## src/rtl/rom_byte_streamer_if.sv

```systemverilog
// Byte-stream handshake bundle between the ROM byte streamer and its sink.
// A byte transfers on a rising edge where tx_valid and tx_ready are both high.
interface rom_byte_streamer_if;
  logic [7:0] tx_data;
  logic       tx_valid;
  logic       tx_ready;
  logic       tx_last;

  modport master (
    output tx_data,
    output tx_valid,
    output tx_last,
    input  tx_ready
  );

  modport slave (
    input  tx_data,
    input  tx_valid,
    input  tx_last,
    output tx_ready
  );
endinterface

```

## src/rtl/rom_byte_streamer.sv

```systemverilog
// Walks a bit-addressed ROM with a one-cycle registered read and packs the
// bits MSB-first into bytes, presented on a valid/ready byte stream.
// Each byte costs 9 FETCH cycles (8 issues plus one cycle of read latency)
// followed by at least one SEND cycle.
module rom_byte_streamer #(
  parameter int NBITS = 616,
  parameter int AW    = 10
) (
  input  logic                 clk,
  input  logic                 rst,
  input  logic                 start_i,
  output logic [AW-1:0]        rom_addr_o,
  input  logic                 rom_dout_i,
  rom_byte_streamer_if.master  tx,
  output logic                 busy_o,
  output logic                 done_o
);

  localparam int NBYTES = (NBITS + 7) / 8;
  // Bit positions run up to NBYTES*8-1, which can exceed the ROM range.
  localparam int PW = AW + 1;
  localparam int BW = $clog2(NBYTES + 1);
  localparam logic [PW-1:0] NBITS_P   = PW'(NBITS);
  localparam logic [BW-1:0] LAST_BYTE = BW'(NBYTES - 1);

  typedef enum logic [1:0] {
    S_IDLE  = 2'd0,
    S_FETCH = 2'd1,
    S_SEND  = 2'd2
  } state_t;

  state_t          state_q;
  logic [AW-1:0]   rom_addr_q;
  logic [PW-1:0]   bitpos_q;    // bit position issued in the current cycle
  logic            iss_q;       // current FETCH cycle issues a bit
  logic [2:0]      iss_cnt_q;
  logic            dly_q;       // previous cycle issued: rom_dout is valid now
  logic            dly_pad_q;   // previous issue was a padding position
  logic [2:0]      cap_cnt_q;
  logic [7:0]      shift_q;
  logic [BW-1:0]   byte_cnt_q;
  logic [7:0]      tx_data_q;
  logic            tx_valid_q;
  logic            tx_last_q;
  logic            busy_q;
  logic            done_q;

  logic [PW-1:0]   bitpos_d;
  logic [7:0]      shift_d;
  logic            issue_pad_s;
  logic            next_in_range_s;
  logic            handshake_s;

  // Next-position, shift-in and padding helpers for the FETCH datapath.
  always_comb begin
    bitpos_d        = bitpos_q + PW'(1);
    issue_pad_s     = (bitpos_q >= NBITS_P);
    next_in_range_s = (bitpos_d < NBITS_P);
    handshake_s     = tx_valid_q & tx.tx_ready;
    if (dly_pad_q) begin
      shift_d = {shift_q[6:0], 1'b0};
    end else begin
      shift_d = {shift_q[6:0], rom_dout_i};
    end
  end

  // Frame FSM: issues ROM addresses, captures returned bits, drives the stream.
  always_ff @(posedge clk) begin
    if (rst) begin
      state_q    <= S_IDLE;
      rom_addr_q <= '0;
      bitpos_q   <= '0;
      iss_q      <= 1'b0;
      iss_cnt_q  <= 3'd0;
      dly_q      <= 1'b0;
      dly_pad_q  <= 1'b0;
      cap_cnt_q  <= 3'd0;
      shift_q    <= 8'd0;
      byte_cnt_q <= '0;
      tx_data_q  <= 8'd0;
      tx_valid_q <= 1'b0;
      tx_last_q  <= 1'b0;
      busy_q     <= 1'b0;
      done_q     <= 1'b0;
    end else begin
      done_q <= 1'b0;
      case (state_q)
        S_IDLE: begin
          if (start_i) begin
            state_q    <= S_FETCH;
            busy_q     <= 1'b1;
            bitpos_q   <= '0;
            rom_addr_q <= '0;
            iss_q      <= 1'b1;
            iss_cnt_q  <= 3'd0;
            dly_q      <= 1'b0;
            cap_cnt_q  <= 3'd0;
            byte_cnt_q <= '0;
          end
        end

        S_FETCH: begin
          dly_q     <= iss_q;
          dly_pad_q <= issue_pad_s;
          if (iss_q) begin
            bitpos_q  <= bitpos_d;
            iss_cnt_q <= iss_cnt_q + 3'd1;
            // Positions past the ROM are padding: the address is left alone
            // so it never leaves the ROM range.
            if (next_in_range_s) begin
              rom_addr_q <= bitpos_d[AW-1:0];
            end
            if (iss_cnt_q == 3'd7) begin
              iss_q <= 1'b0;
            end
          end
          if (dly_q) begin
            shift_q   <= shift_d;
            cap_cnt_q <= cap_cnt_q + 3'd1;
            if (cap_cnt_q == 3'd7) begin
              state_q    <= S_SEND;
              tx_valid_q <= 1'b1;
              tx_data_q  <= shift_d;
              tx_last_q  <= (byte_cnt_q == LAST_BYTE);
            end
          end
        end

        S_SEND: begin
          if (handshake_s) begin
            tx_valid_q <= 1'b0;
            tx_last_q  <= 1'b0;
            if (byte_cnt_q == LAST_BYTE) begin
              state_q <= S_IDLE;
              busy_q  <= 1'b0;
              done_q  <= 1'b1;
            end else begin
              state_q    <= S_FETCH;
              byte_cnt_q <= byte_cnt_q + BW'(1);
              iss_q      <= 1'b1;
              iss_cnt_q  <= 3'd0;
              dly_q      <= 1'b0;
              cap_cnt_q  <= 3'd0;
            end
          end
        end

        default: begin
          state_q    <= S_IDLE;
          tx_valid_q <= 1'b0;
          tx_last_q  <= 1'b0;
          busy_q     <= 1'b0;
        end
      endcase
    end
  end

  assign rom_addr_o  = rom_addr_q;
  assign tx.tx_data  = tx_data_q;
  assign tx.tx_valid = tx_valid_q;
  assign tx.tx_last  = tx_last_q;
  assign busy_o      = busy_q;
  assign done_o      = done_q;

endmodule

```

## src/flat_wrapper.sv

```systemverilog
// flat-port wrapper written by rule: the top's interface ports become plain ports
module rom_byte_streamer_flat 
#(
  parameter int NBITS = 616,
  parameter int AW    = 10
)
  (clk, rst, start_i, rom_addr_o, rom_dout_i, busy_o, done_o, tx_tx_data, tx_tx_valid, tx_tx_last, tx_tx_ready);
  rom_byte_streamer_if tx_i ();
  input  logic clk;
  input  logic rst;
  input  logic start_i;
  output logic [AW-1:0] rom_addr_o;
  input  logic rom_dout_i;
  output logic busy_o;
  output logic done_o;
  output wire logic [$bits(tx_i.tx_data)-1:0] tx_tx_data;
  output wire logic [$bits(tx_i.tx_valid)-1:0] tx_tx_valid;
  output wire logic [$bits(tx_i.tx_last)-1:0] tx_tx_last;
  input wire logic [$bits(tx_i.tx_ready)-1:0] tx_tx_ready;
  assign tx_tx_data = tx_i.tx_data;
  assign tx_tx_valid = tx_i.tx_valid;
  assign tx_tx_last = tx_i.tx_last;
  assign tx_i.tx_ready = tx_tx_ready;
  rom_byte_streamer #(.NBITS(NBITS), .AW(AW)) u_core (.clk(clk), .rst(rst), .start_i(start_i), .rom_addr_o(rom_addr_o), .rom_dout_i(rom_dout_i), .tx(tx_i), .busy_o(busy_o), .done_o(done_o));
endmodule
```

## config.mk

```make
export PLATFORM = sky130hd
export DESIGN_NAME = rom_byte_streamer_flat
export DESIGN_NICKNAME = d
export VERILOG_FILES = /design/src/rtl/rom_byte_streamer_if.sv /design/src/rtl/rom_byte_streamer.sv /design/src/flat_wrapper.sv
export SDC_FILE = /design/constraint.sdc
export NUM_CORES = 1
export LEC_CHECK = 0
export ABC_CLOCK_PERIOD_IN_PS = 3350
export CORE_MARGIN = 4
export CORE_UTILIZATION = 42
export DETAILED_ROUTE_END_ITERATION = 8
export HOLD_SLACK_MARGIN = 0.12
export PLACE_DENSITY = 0.69
export SETUP_SLACK_MARGIN = 0.5
export SLEW_MARGIN = 5
export SYNTH_ARGS = -nofsm -noshare
export SYNTH_HDL_FRONTEND = slang
export SYNTH_SLANG_ARGS = --single-unit
export TNS_END_PERCENT = 5
```

## constraint.sdc

```tcl
create_clock -name clk -period 3.35 [get_ports clk]
set_clock_uncertainty 0.2 [all_clocks]
set_input_delay 0.335 -clock clk [delete_from_list [all_inputs] [get_ports clk]]
set_output_delay 0.335 -clock clk [all_outputs]
set_load 0.02 [all_outputs]
```

== Word-level counts from Yosys, hierarchy flattened ==
Cells that the tools add are included.

* $add $sub $neg: 4
* Order comparisons: 2
* Equal/unequal tests: 13
* Mux-type cells: 46
* Bitwise gates (word level): 5
* Reduce and logical (&&, ||, !) cells: 16

{| class="wikitable"
|+ Operators by type and width
! kind !! number
|-
| 2-to-1 mux 10 bit || 3
|-
| AND reduction 4 bit || 6
|-
| 2-to-1 mux 11 bit || 2
|-
| one-hot mux 11 bit (2 select lines) || 1
|-
| 2-to-1 mux 7 bit || 3
|-
| one-hot mux 10 bit (2 select lines) || 1
|-
| 2-to-1 mux 1 bit || 18
|-
| one-hot mux 3 bit (3 select lines) || 2
|-
| 2-to-1 mux 3 bit || 5
|-
| one-hot mux 1 bit (3 select lines) || 5
|-
| one-hot mux 7 bit (2 select lines) || 1
|-
| != test 2 x 1 -> 1 bit, second input constant || 6
|-
| adder 11 x 1 -> 11 bit, second input constant || 1
|-
| >= comparator 11 x 10 -> 1 bit, second input constant || 1
|-
| < comparator 11 x 10 -> 1 bit, second input constant || 1
|-
| AND reduction 5 bit || 2
|-
| 2-to-1 mux 2 bit || 4
|-
| adder 7 x 1 -> 7 bit, second input constant || 1
|-
| equality test 7 bit, second input constant || 1
|-
| adder 3 x 1 -> 3 bit, second input constant || 2
|-
| equality test 3 bit, second input constant || 2
|-
| one-hot mux 2 bit (3 select lines) || 1
|-
| AND reduction 3 bit || 2
|-
| != test 2 bit, second input constant || 2
|-
| other kinds (9) || 13
|}

* Register bits: 58
* Input port bits: 5
* Output and inout bits: 22
* Logic and storage cells: 101

== Longest topological paths before layout ==
* Depth after elaboration: 5
* Depth in mapped cells: 9
* Mapped depth without buffers: 8

== Worst setup path after synthesis ==
No wires, ideal clock.

* Path type: reg2reg
* Start point: reg u_core.bitpos_q[0]
* End point: reg u_core.rom_addr_q[9], in the netlist u_core.rom_addr_o[9]
* Arrival time: 1.870 ns
* Data required time: 3.078 ns
* Setup slack: 1.209 ns
* Stages on the path, launching flop included: 10
* Buffers on the path: 2
* Cell sequence: dfxtp_1 > ha_1 > buf_6 > and4_4 > nand2_2 > xor2_2 > nor2_2 > a221oi_2 > buf_6 > mux2i_1

* Word-level cells in the longest chain between the ends: 4
* Elaborated cells between the ends (all ways): 7
* Those cells by class: 1 x add/sub; 1 x order compare; 1 x eq/ne; 3 x mux; 1 x reduce/logical

{| class="wikitable"
|+ Ends and longest elaborated chain
! what !! line !! RTL
|-
| start, declared || rom_byte_streamer.sv:34 || <nowiki>logic [PW-1:0] bitpos_q;</nowiki>
|-
| start signal, assigned || rom_byte_streamer.sv:106 || <nowiki>bitpos_q <= bitpos_d;</nowiki>
|-
| adder 11 x 1 -> 11 bit * || rom_byte_streamer.sv:56 || <nowiki>bitpos_d = bitpos_q + PW'(1);</nowiki>
|-
| < comparator 11 x 10 -> 1 bit or 2-to-1 mux 10 bit (tied branches) || rom_byte_streamer.sv:58, rom_byte_streamer.sv:110 ||
|-
| != test 2 x 1 -> 1 bit (no source line) or 2-to-1 mux 10 bit (tied branches) || - ||
|-
| AND reduction 4 bit (no source line) or one-hot mux 10 bit (2 select lines) (tied branches) || - ||
|-
| end signal, assigned || rom_byte_streamer.sv:111 || <nowiki>rom_addr_q <= bitpos_d[AW-1:0];</nowiki>
|-
| end, declared || rom_byte_streamer.sv:33 || <nowiki>logic [AW-1:0] rom_addr_q;</nowiki>
|}

Every way passes the cells marked *; elsewhere a longest branch is shown, timed or not. The select of a mux whose other input is x is not followed.
A chain may end at the register's enable or synchronous reset.

== Worst setup path after layout ==
* Start point: reg u_core.bitpos_q[1]
* End point: reg u_core.rom_addr_q[3], in the netlist u_core.rom_addr_o[3]

The elaborated chain is that of the path after synthesis.

==> out/metrics.yaml <==
run_status:
  outcome: "finished, final reports clean"
setup_path:
  cp.depth: 8
  critPathLaunchType: "flip-flop"
  cp_cell_sequence: "ha_1 -> and4_4 -> nand3_1 -> xor2_1 -> o211ai_1 -> a221oi_2 -> buf_4 -> mux2i_1"
  rr_worst_depth: 8
  critPathBufInv: 1
  critPathMaxStageDelay_ns: 0.45
  cp-startpoint: "u_core.bitpos_q[1]$_SDFFE_PP0P_"
  cp.arrival_ns: 2.60
  crit_family: "flip-flops"
  regToRegStartpoint: "u_core.bitpos_q[1]$_SDFFE_PP0P_"
  cp-end-kind: "flip-flop"
  cp_slowest_cell: "dfxtp_1"
  crit_path_max_fanout: 10
  critPathRequiredTime_ns: 3.41
  rrSetupSlack_ns: 0.81
  path_class: "reg2reg"
synthesis:
  yosys-mux-area-fraction_pct: 3.59
  synth.cell_area_sq_um: 2790
  ys_async_sr_fraction_pct: 0
  synth-xor-area-share_pct: 4.35
  synthCells: 342
  synth_nets: 355
  ys_seq_elements: 58
  yosys.area_share.adder_pct: 3.59
  synth-simple-area-share_pct: 26.4
  synth_edf_count: 0
  synth_top_family_by_area: "simple AND/OR/NAND/NOR gates"
  synth-compound-area-share_pct: 14.7
  synth_flop_cell: "dfxtp_1"
  ys_seq_area_share_pct: 41.7
  synth_cell_types: 52
  syn_area_per_cell_sq_um: 8.15
  ys_warn_count: 0
sta:
  setup_viol: 0
  final_hold_viol_count: 0
  period_needed_ns: 2.54
  max-slew-margin-rel_pct: 58.1
  period_share_pct: 75.8
  rsz0062_at_grt: "false"
  tightest_slew_ns: 0.627
  finalMaxSlewViolations: 0
  fmax_mhz: 394
  setup_tns_ns: 0
final_layout:
  diodes: 0
  final_cells: 444
  syn_to_final_growth_pct: 16.0
  final_nets: 376
  drive_gt1_share_pct: 7.90
clocking:
  cts_buffers: 9
  cts_tree: "built"
  postCtsSetupBuffers: 0
  cts.sinks: 58
  h-tree-depth: 3
  clk_pin_slew_ns: 0.07
  worstSkewPairLatency_ns: 0.34
  clockBufferDepth: 2
  post_cts_resized: 0
  cts_hold_buf: 0
  root_buffer: "clkbuf_8"
power_and_ir_drop:
  power_frac_clock_pct: 45.8
  power.internal_mw: 1.12
  p_per_area_nw_per_um2: 447
  p_leak_nw: 1.18
  power.switching_mw: 0.322
  swShare_pct: 22.3
  power_mw: 1.45
  peakVddDrop_v: 0.000298
  combPwrFrac_pct: 5.6
  pwr-share-seq_pct: 48.7
route:
  ant_nets: 0
  vias_per_cell: 5.32
  post_drt_wl_per_cell_microns: 13.0
  vias: 2363
  drt_wl_total_mm: 5.79
  drtIter0Drc: 188
  first_pass_iters: 4
  route.detailed.drc: 0
grt:
  track_usage_pct: 16.0
  grt_pass1_vias: 2241
  antenna_found_initial: 0
  grt-ovfl-total: 0
  grt_max_degree: 31
  grt_pass1_wl_mm: 10.1
floorplan:
  placementRows: 29
  dieHeight_microns: 89.5
  core_area_sq_um: 6390
  die-area_sq_um: 8000
  initial_core_util_pct: 43.7
  fp.dieW_microns: 89.5
  pin_count: 27
place:
  gp_congestion: 0.940
  numPlacedInstances: 429
  dp_hpwl_mm: 4.08
  numPortBuffers: 26
min_path:
  worst_hold_path.num_cells: 2
  min-delay-start: "u_core.tx.tx_data[5]$_SDFFE_PP0P_"
  hold_class: "reg2reg"
flow_run:
  cap_violations: 0
[cells by family after synthesis]
group           after synthesis
buf+inv                      25
compound gates               68
flops                        58
xor+xnor                     13
fa+ha+maj                     8
simple gates                160
mux                          10
[registers in the layout (all words and copies together), names as in the netlist, 2 cells and up]
name	flops
u_core.byte_cnt_q	7
u_core.rom_addr_o	10
u_core.cap_cnt_q	3
u_core.shift_q	7
u_core.bitpos_q	11
u_core.tx.tx_data	8
u_core.state_q	2
u_core.iss_cnt_q	3
[worst reg2reg max path, stage by stage (launching register included)]
cell      delay (ns)
dfxtp_1         0.45
ha_1            0.38
and4_4          0.29
nand3_1         0.10
xor2_1          0.21
o211ai_1        0.17
a221oi_2        0.21
buf_4           0.25
mux2i_1         0.20
[cells in the final DEF (no fill, tap or decap), drive strengths merged, types with 7 or more instances in the layout]
cell           synthesis  routed
mux2i                 10      10
nand3                  7       7
xor2                  11      11
nand2                 72      72
ha                     8       8
dfxtp                 58      58
a21oi                 38      38
o21ai                  9       9
clkdlybuf4s50          0      26
clkbuf                13      13
nor2                  46      46
[layout make-up]
cell class	count	area [sq um]
Clock inverter	2	35.0
Clock buffer	13	169
Fill cell	599	3150
Sequential cell	58	1160
Tap cell	77	96.3
Inverter	6	22.5
Timing Repair Buffer	29	283
Multi-Input combinational cell	259	1470
[power groups by stage]
stage                     combinational (mW)  sequential [mW]  clock [mW]
final                                 0.0805            0.703       0.661
after global routing                  0.0910            0.705       0.698
after CTS                             0.0811            0.703       0.674
after detailed placement              0.0802            0.719           0
after global placement                0.0796            0.719           0
after floorplan                       0.0557            0.719           0
[routing by layer]
metal | up-vias | part of all wire (%) | global-route usage, % | wire length [microns]
li1 | 1199 | - | - | -
met1 | 1088 | 46 | 20.0 | 2680
met2 | 59 | 46 | 25.1 | 2690
met3 | 17 | 4.7 | 4.42 | 271
met4 | 0 | 2.6 | 7.98 | 150
met5 | - | 0 | 0 | 0
[Yosys cell counts, types with 3 or more instances]
cell type,n,area [sq um]
a21oi_1,38,190
a22oi_1,5,37.5
and3_1,3,18.8
buf_2,3,15.0
clkbuf_1,9,33.8
clkbuf_8,3,41.3
dfxtp_1,58,1160
ha_1,8,100
inv_1,6,22.5
mux2i_1,10,100
nand2_1,71,267
nand2b_1,5,31.3
nand3_1,7,35.0
nand4_1,4,25.0
nor2_1,42,158
nor2_2,3,18.8
nor2b_1,3,18.8
nor3_1,6,30.0
o21ai_0,8,40.0
xor2_1,10,87.6
[path summary, 6_finish.rpt]
check	end
worst max register to register	u_core.rom_addr_o[3]$_SDFFE_PP0P_
worst min register to register	u_core.tx.tx_data[5]$_SDFFE_PP0P_
worst min-delay path	u_core.tx.tx_data[5]$_SDFFE_PP0P_
worst max-delay path	u_core.rom_addr_o[3]$_SDFFE_PP0P_
[stage by stage]
stage / setup WS (ns) / area (sq um) / util [%] / hold WS, ns
detailed placement: 0.862 / 3030 / 47.5 / 0.247
global placement: 0.986 / 3030 / 47.5 / 0.243
floorplan: 1.21 / 2790 / - / 0.232
global route: 0.587 / 3230 / 50.6 / 0.278
finish: 0.810 / 3230 / 50.6 / 0.252
CTS: 0.854 / 3230 / 50.6 / 0.256
Power figures use the tool's default switching activity.
